[config.mk]
export PLATFORM = sky130hd
export DESIGN_NAME = ps2_kbd_rx
export DESIGN_NICKNAME = d
export VERILOG_FILES = /design/src/rtl/ps2_kbd_rx.sv
export SDC_FILE = /design/constraint.sdc
export NUM_CORES = 1
export LEC_CHECK = 0
export ABC_AREA = 0
export CAP_MARGIN = 20
export CORE_ASPECT_RATIO = 0.7
export CORE_MARGIN = 4
export CORE_UTILIZATION = 62
export CTS_CLUSTER_DIAMETER = 50
export DETAILED_ROUTE_END_ITERATION = 8
export GPL_TIMING_DRIVEN = 0
export PLACE_DENSITY = 0.86
export RECOVER_POWER = 100
export SLEW_MARGIN = 20
export SYNTH_ARGS = -nofsm -noshare
export SYNTH_HDL_FRONTEND = slang
export SYNTH_SLANG_ARGS = --single-unit
[constraint.sdc]
create_clock -name clk -period 5.1 [get_ports clk]
set_input_delay 0.51 -clock clk [delete_from_list [all_inputs] [get_ports clk]]
set_output_delay 0.51 -clock clk [all_outputs]
set_load 0.005 [all_outputs]
[src/rtl/ps2_kbd_rx.sv]
// PS/2 keyboard receiver: sync + deglitch, 11-bit frame deserialise/check, E0/F0 prefix folding.
// Latency: code_valid 2 cycles after the filtered stop-bit falling edge (+1 through the FIFO).
// Backpressure: none by default; with PS2_RX_FIFO_EN a FIFO buffers codes and full drops raise overflow.
module ps2_kbd_rx #(
    parameter int FILTER_LEN     = 4,
    parameter int TIMEOUT_CYCLES = 10000,
    parameter int FIFO_DEPTH     = 8
) (
    input  logic       clk,
    input  logic       reset_n,
    input  logic       ps2_clk,
    input  logic       ps2_data,
    output logic [7:0] scancode,
    output logic       extended,
    output logic       released,
    output logic       code_valid,
    input  logic       code_ready,
    output logic       frame_err,
    output logic       overflow
);
    localparam int FW = $clog2(FILTER_LEN + 1);
    localparam int TW = $clog2(TIMEOUT_CYCLES + 1);

    typedef enum logic [1:0] {S_IDLE, S_DATA, S_PARITY, S_STOP} state_t;

    logic [1:0]    r_clk_s, r_dat_s;
    logic          r_clk_f, r_clk_fd;
    logic [FW-1:0] r_fcnt;
    state_t        r_state;
    logic [7:0]    r_shift, r_byte;
    logic [2:0]    r_bitcnt;
    logic          r_par, r_byte_vld, r_err, r_err_clr;
    logic [TW-1:0] r_tcnt;
    logic          r_ext_p, r_brk_p, r_code_vld;
    logic [9:0]    r_code;
    logic          w_clk_sync, w_dat_sync, w_fall;

    assign w_clk_sync = r_clk_s[1];
    assign w_dat_sync = r_dat_s[1];
    assign w_fall     = r_clk_fd & ~r_clk_f;

    // Filtered clock only moves after the synchronised level differs for FILTER_LEN cycles in a row.
    always_ff @(posedge clk or negedge reset_n) begin
        if (!reset_n) begin
            r_clk_s  <= 2'b11;
            r_dat_s  <= 2'b11;
            r_clk_f  <= 1'b1;
            r_clk_fd <= 1'b1;
            r_fcnt   <= '0;
        end else begin
            r_clk_s  <= {r_clk_s[0], ps2_clk};
            r_dat_s  <= {r_dat_s[0], ps2_data};
            r_clk_fd <= r_clk_f;
            if (w_clk_sync == r_clk_f) begin
                r_fcnt <= '0;
            end else if (r_fcnt == FW'(FILTER_LEN - 1)) begin
                r_clk_f <= w_clk_sync;
                r_fcnt  <= '0;
            end else begin
                r_fcnt <= r_fcnt + FW'(1);
            end
        end
    end

    always_ff @(posedge clk or negedge reset_n) begin
        if (!reset_n) begin
            r_state    <= S_IDLE;
            r_shift    <= '0;
            r_byte     <= '0;
            r_bitcnt   <= '0;
            r_par      <= 1'b0;
            r_tcnt     <= '0;
            r_byte_vld <= 1'b0;
            r_err      <= 1'b0;
            r_err_clr  <= 1'b0;
        end else begin
            r_byte_vld <= 1'b0;
            r_err      <= 1'b0;
            r_err_clr  <= 1'b0;
            if (r_state == S_IDLE || w_fall)
                r_tcnt <= '0;
            else
                r_tcnt <= r_tcnt + TW'(1);
            // A timeout abandons the frame but leaves any pending prefix flags alone.
            if (r_state != S_IDLE && !w_fall && r_tcnt == TW'(TIMEOUT_CYCLES - 1)) begin
                r_state <= S_IDLE;
                r_err   <= 1'b1;
            end else if (w_fall) begin
                case (r_state)
                    S_IDLE: begin
                        if (!w_dat_sync) begin
                            r_state  <= S_DATA;
                            r_bitcnt <= '0;
                        end else begin
                            r_err     <= 1'b1;
                            r_err_clr <= 1'b1;
                        end
                    end
                    S_DATA: begin
                        r_shift  <= {w_dat_sync, r_shift[7:1]};
                        r_bitcnt <= r_bitcnt + 3'd1;
                        if (r_bitcnt == 3'd7)
                            r_state <= S_PARITY;
                    end
                    S_PARITY: begin
                        r_par   <= w_dat_sync;
                        r_state <= S_STOP;
                    end
                    S_STOP: begin
                        r_state <= S_IDLE;
                        if (w_dat_sync && (^{r_shift, r_par})) begin
                            r_byte_vld <= 1'b1;
                            r_byte     <= r_shift;
                        end else begin
                            r_err     <= 1'b1;
                            r_err_clr <= 1'b1;
                        end
                    end
                    default: r_state <= S_IDLE;
                endcase
            end
        end
    end

    always_ff @(posedge clk or negedge reset_n) begin
        if (!reset_n) begin
            r_ext_p    <= 1'b0;
            r_brk_p    <= 1'b0;
            r_code_vld <= 1'b0;
            r_code     <= '0;
        end else begin
            r_code_vld <= 1'b0;
            if (r_err_clr) begin
                r_ext_p <= 1'b0;
                r_brk_p <= 1'b0;
            end else if (r_byte_vld) begin
                if (r_byte == 8'hE0) begin
                    r_ext_p <= 1'b1;
                end else if (r_byte == 8'hF0) begin
                    r_brk_p <= 1'b1;
                end else begin
                    r_code_vld <= 1'b1;
                    r_code     <= {r_byte, r_ext_p, r_brk_p};
                    r_ext_p    <= 1'b0;
                    r_brk_p    <= 1'b0;
                end
            end
        end
    end

    assign frame_err = r_err;

`ifdef PS2_RX_FIFO_EN
    localparam int AW = $clog2(FIFO_DEPTH);

    logic [9:0]  r_mem [FIFO_DEPTH];
    logic [AW:0] r_wp, r_rp;
    logic        r_ovf;
    logic        w_empty, w_full, w_pop, w_push;
    logic [9:0]  w_head;

    assign w_empty = (r_wp == r_rp);
    assign w_full  = (r_wp[AW] != r_rp[AW]) && (r_wp[AW-1:0] == r_rp[AW-1:0]);
    assign w_pop   = ~w_empty & code_ready;
    // A pop in the same cycle frees the slot, so a full FIFO still accepts the push.
    assign w_push  = r_code_vld & (~w_full | w_pop);
    assign w_head  = r_mem[r_rp[AW-1:0]];

    always_ff @(posedge clk or negedge reset_n) begin
        if (!reset_n) begin
            r_wp  <= '0;
            r_rp  <= '0;
            r_ovf <= 1'b0;
            for (int i = 0; i < FIFO_DEPTH; i++)
                r_mem[i] <= '0;
        end else begin
            r_ovf <= r_code_vld & w_full & ~w_pop;
            if (w_push) begin
                r_mem[r_wp[AW-1:0]] <= r_code;
                r_wp <= r_wp + (AW+1)'(1);
            end
            if (w_pop)
                r_rp <= r_rp + (AW+1)'(1);
        end
    end

    assign scancode   = w_head[9:2];
    assign extended   = w_head[1];
    assign released   = w_head[0];
    assign code_valid = ~w_empty;
    assign overflow   = r_ovf;
`else
    logic w_unused;
    assign w_unused   = code_ready & (FIFO_DEPTH > 0);
    assign scancode   = r_code[9:2];
    assign extended   = r_code[1];
    assign released   = r_code[0];
    assign code_valid = r_code_vld;
    assign overflow   = 1'b0;
`endif
endmodule

======== Word-level counts from Yosys, hierarchy flattened ========
Index checks and enable logic that the tools add are counted.
word-level totals
  register bits ........................... 61
  latch bits .............................. 0
  memory bits (writable) .................. 0
  bits in read-only memories .............. 0
  input bits .............................. 5
  word-level logic and storage cells ...... 94
  memories kept ........................... 0
cells by class
  add/sub/neg operators ................... 3
  multiply operators ...................... 0
  divide/modulo/power cells ............... 0
  magnitude comparators ................... 0
  equality and inequality tests ........... 14
  shift operators ......................... 0
  multiplexer cells ....................... 32
  bitwise logic cells ..................... 7
  reductions and logical operators ........ 20
operator list
  cell                                                              number
  1-bit 2-to-1 mux                                                  21
  8-bit == test (second input constant)                             2
  14-bit by 1-bit adder with 14-bit output (second input constant)  1
  14-bit == test (second input constant)                            1
  14-bit 2-to-1 mux                                                 1
  4-bit AND reduction                                               3
  3-bit 2-to-1 mux                                                  3
  3-bit AND reduction                                               3
  9-bit parity                                                      1
  2-bit 2-to-1 mux                                                  4
  2-bit case mux with 4 select lines                                1
  2-bit nonzero test                                                4
  3-bit by 1-bit adder with 3-bit output (second input constant)    2
  3-bit != test (second input constant)                             2
  1-bit NOT                                                         6
  3-bit case mux with 2 select lines                                1
  2-bit AND reduction                                               3
  2-bit == test (second input constant)                             2
  2-bit != test (second input constant)                             2
  3-bit by 2-bit == test with 1-bit output (second input constant)  1
  3-bit == test (second input constant)                             1
  1-bit logical AND                                                 3
  3-bit by 2-bit != test with 1-bit output (second input constant)  1
  2-bit by 1-bit == test with 1-bit output (second input constant)  1
  other kinds (6)                                                   6

======== Longest topological paths before layout ========
  word-level depth ........................ 7
  mapped depth ............................ 8

======== Worst setup path before layout ========
OpenSTA, ideal clock, no wires.
  kind .................................... reg2reg
  start ................................... register r_shift[1]
  end ..................................... register r_byte[0]
  library setup time ...................... 0.125 ns
  data arrival time ....................... 1.672 ns
  required time ........................... 4.975 ns
  setup slack ............................. 3.303 ns
  cell stages (with the launch flop) ...... 6
  buffers on the path ..................... 0
  cells stage by stage .................... dfrtp_1 -> xor2_1 -> xnor3_1 -> xnor2_2 -> nand4_4 -> mux2_2
between the ends
  longest elaborated chain between the ends .. 3
ends and longest elaborated chain
  what                           line  source
  start, declared                30    logic [7:0] r_shift, r_byte;
  start signal, assigned         100   r_shift <= {w_dat_sync, r_shift[7:1]};
  9-bit parity                   111   if (w_dat_sync && (^{r_shift, r_par})) begin
  1-bit logical AND              111
  4-bit AND reduction (no line)  --
  end signal, assigned           113   r_byte <= r_shift;
  end, declared                  30
No other way between the ends.
A chain may end at the register's enable or synchronous reset.

==> qor.yml <==
drt:
  ant_nets: 0
  drt_wl_total_um: 4760
  route.met3.wl_um: 328
  wl_met1_um: 2150
  top_layer_used: "met4"
  route.detailed.drc: 0
  dr.first_iter.drc_count: 86
  dr.pass1.iters: 4
  dr_wl_met2_um: 2170
  avgRoutedWirePerCell_um: 15.9
  viasPerCell: 5.61
  num_vias: 1678
setup_path:
  slowest_delay_ns: 1.53
  cp_cell_sequence: "clkbuf_1 -> clkbuf_1"
  crit_slowest_cell: "clkbuf_1"
  crit_top_cell: "clkbuf_1"
  path_buf_inv: 2
  endpoint: "r_shift[6]"
  r2r-end: "r_byte[6]"
  reg2reg_from: "r_shift[4]"
  critical_path_class: "input pin to async pin"
  path_delay_family: "buffers and inverters"
  cp-end-kind: "async pin"
  crit_arrival_ns: 2.86
  reg2regPathDepth: 5
  cp.required_ns: 5.15
  regToRegSetupSlack_ns: 2.73
  worst-path-stages: 2
  startpoint: "reset_n"
  critPathMaxFanout: 41
  critPathLaunchType: "input pin"
grt:
  grt_pass1_wl_um: 8400
  antenna_found_initial: 0
  gr-usage-all-layers: 0.209
  grt_pass1_vias: 1715
  grt_max_degree: 42
  globalRouteOverflowTotal: 0
sta:
  finalSetupViolCount: 0
  worst_pin_slew_ns: 2.04
  hold_viol_final: 0
  slew_headroom: -0.357
  timing.final.crit_share: 0.552
  drv_slew: 42
  finClkSkew_ns: 0.00738
  fin_ws_ns: 2.29
  rsz0062_at_grt: "false"
  tns_ns: 0
  period_needed_ns: 2.81
  fmax_ghz: 0.355
yosys:
  syn_area_mm2: 0.00268
  yosys-top-cells-area: "dfrtp_1 (51%), mux2_2 (12%), dfstp_2 (5.9%), ha_1 (4.2%), xnor2_1 (2.9%)"
  syn_inst: 215
  ys.flop_type: "dfrtp_1"
  ys_top_cells_by_count: "dfrtp_1 (55), mux2_2 (28), nor2_1 (19), nand2_1 (12), inv_1 (10)"
  synth_edf_count: 0
  synth_fp_nets: 229
  ys.warnings.count: 0
  ys_types: 40
  synth_seq_area_share: 0.572
  ys_ff_latch: 61
  synth_top_area_frac: 0.513
  synthArstFlopShare: 1.00
  syn_avg_cell_area_um2: 12.5
  yosys.area.top_type: "dfrtp_1"
  synth_most_common_cell: "dfrtp_1"
place:
  dp_hpwl_um: 3130
  pre_cts_ws_ns: 3.13
  place_inst: 283
  io_buffers: 15
  gp_congestion: 0.754
floorplanning:
  die_height_um: 63.0
  start_util: 0.664
  core_area_mm2: 0.00404
  die_w_um: 86.6
  rows: 19
  die_area_mm2: 0.00546
  ios: 18
worst_hold_path:
  min_path_type: "input pin to async pin"
power:
  power_mw: 1.67
  p_leak_nw: 1.53
  ir_drop_mv: 0.374
  powerDensity_mw_per_mm2: 536
clock_network:
  hold_buffers: 0
  cts.repair.resized: 0
  worstSkewPairLatency_ns: 0.34
  root_buffer: "clkbuf_8"
  clk_pin_slew_ns: 0.07
  tritoncts: "yes"
  cts-htree-levels: 3
  clock_path_buffers: 2
  cts_buffers: 9
  post_cts_buffers: 0
  clock_sinks: 61
final_layout:
  fin_util: 0.769
  drive_above_1_share: 0.211
  diodes: 0
  final_cells: 299
  nets: 256
  synthToLayoutAreaGrowth_pct: 15.9
status:
  status: "complete, but fails checks"
  violations: "max-capacitance violations, max-slew violations"
run:
  maxCapViolCount: 1
## through the flow
step,hold WS (ns),cell area (um2)
finish,0.355,3110
global route,0.360,3110
CTS,0.0453,3150
detailed placement,0.348,2920
global placement,0.346,2900
floorplan,0.214,2680
## layout by cell type (no fill, tap or decap), types with 4 or more instances in the layout
| cell | instances |
|---|---|
| a21oi_1 | 4 |
| clkbuf_1 | 7 |
| clkbuf_8 | 12 |
| dfrtp_1 | 55 |
| dfstp_2 | 5 |
| dlygate4sd3_1 | 14 |
| ha_1 | 9 |
| inv_1 | 10 |
| mux2_2 | 28 |
| nand2_1 | 12 |
| nand2b_1 | 4 |
| nand3_1 | 4 |
| nand4_1 | 4 |
| nor2_1 | 19 |
| o21ai_0 | 5 |
| xnor2_1 | 10 |
| xor2_1 | 8 |
## layout make-up
class	count	area, um2
Sequential cell	61	1530
Multi-Input combinational cell	138	1060
Fill cell	247	932
Clock buffer	13	169
Timing Repair Buffer	16	148
Clock inverter	3	67.6
Tap cell	52	65.1
Inverter	10	37.5
Buffer	6	27.5
## report_power, final
part           leakage [nW]  total [mW]  switching (mW)  internal, mW
Sequential            0.804       0.685          0.0937         0.591
Combinational         0.612       0.485           0.252         0.234
Clock                 0.116       0.495           0.180         0.315
## worst reg2reg max path: cells and delay by family, from the launching register on
family | cells | cell delay [ns]
simple gates | 1 | 0.47
mux | 1 | 0.46
xor+xnor | 3 | 0.89
flops | 1 | 0.44
## worst min-delay path by stage
stage | from | to | slack, ns | depth (start not counted)
finish | reset_n | r_tcnt[8] | 0.36 | 1
global route | r_clk_s[0] | r_clk_s[1] | 0.36 | 0
CTS | reset_n | r_tcnt[9] | 0.05 | 1
detailed placement | r_clk_s[0] | r_clk_s[1] | 0.35 | 0
global placement | r_dat_s[0] | r_dat_s[1] | 0.35 | 0
floorplan | reset_n | code_valid | 0.21 | 0
## per-layer routing
layer / vias to the layer above / global-route usage
li1: 791 / -
met1: 825 / 0.275
met2: 46 / 0.294
met3: 16 / 0.103
met4: 0 / 0.0817
met5: - / 0
## flip-flops by register name (all words and copies together) (netlist names), 2 cells and up
signal and count:
r_clk_s 2, r_state 2, r_bitcnt 3, r_byte 8
r_tcnt 14, r_dat_s 2, r_code 10, r_shift 8
r_fcnt 3
## kinds of logic (layout without fill, tap and decap cells)
logic type | count (synthesis) | in the layout | share of synthesized area
AOI/OAI and AO/OA | 19 | 19 | 0.0480
xor gates and xnor gates | 19 | 19 | 0.0699
adders and majority gates | 9 | 9 | 0.0420
buffers and inverters | 16 | 48 | 0.0247
DFF | 61 | 61 | 0.572
muxes | 28 | 28 | 0.117
other | 1 | 1 | 0.00140
and+or+nand+nor | 62 | 62 | 0.125
(Power assumes the default switching activity.)
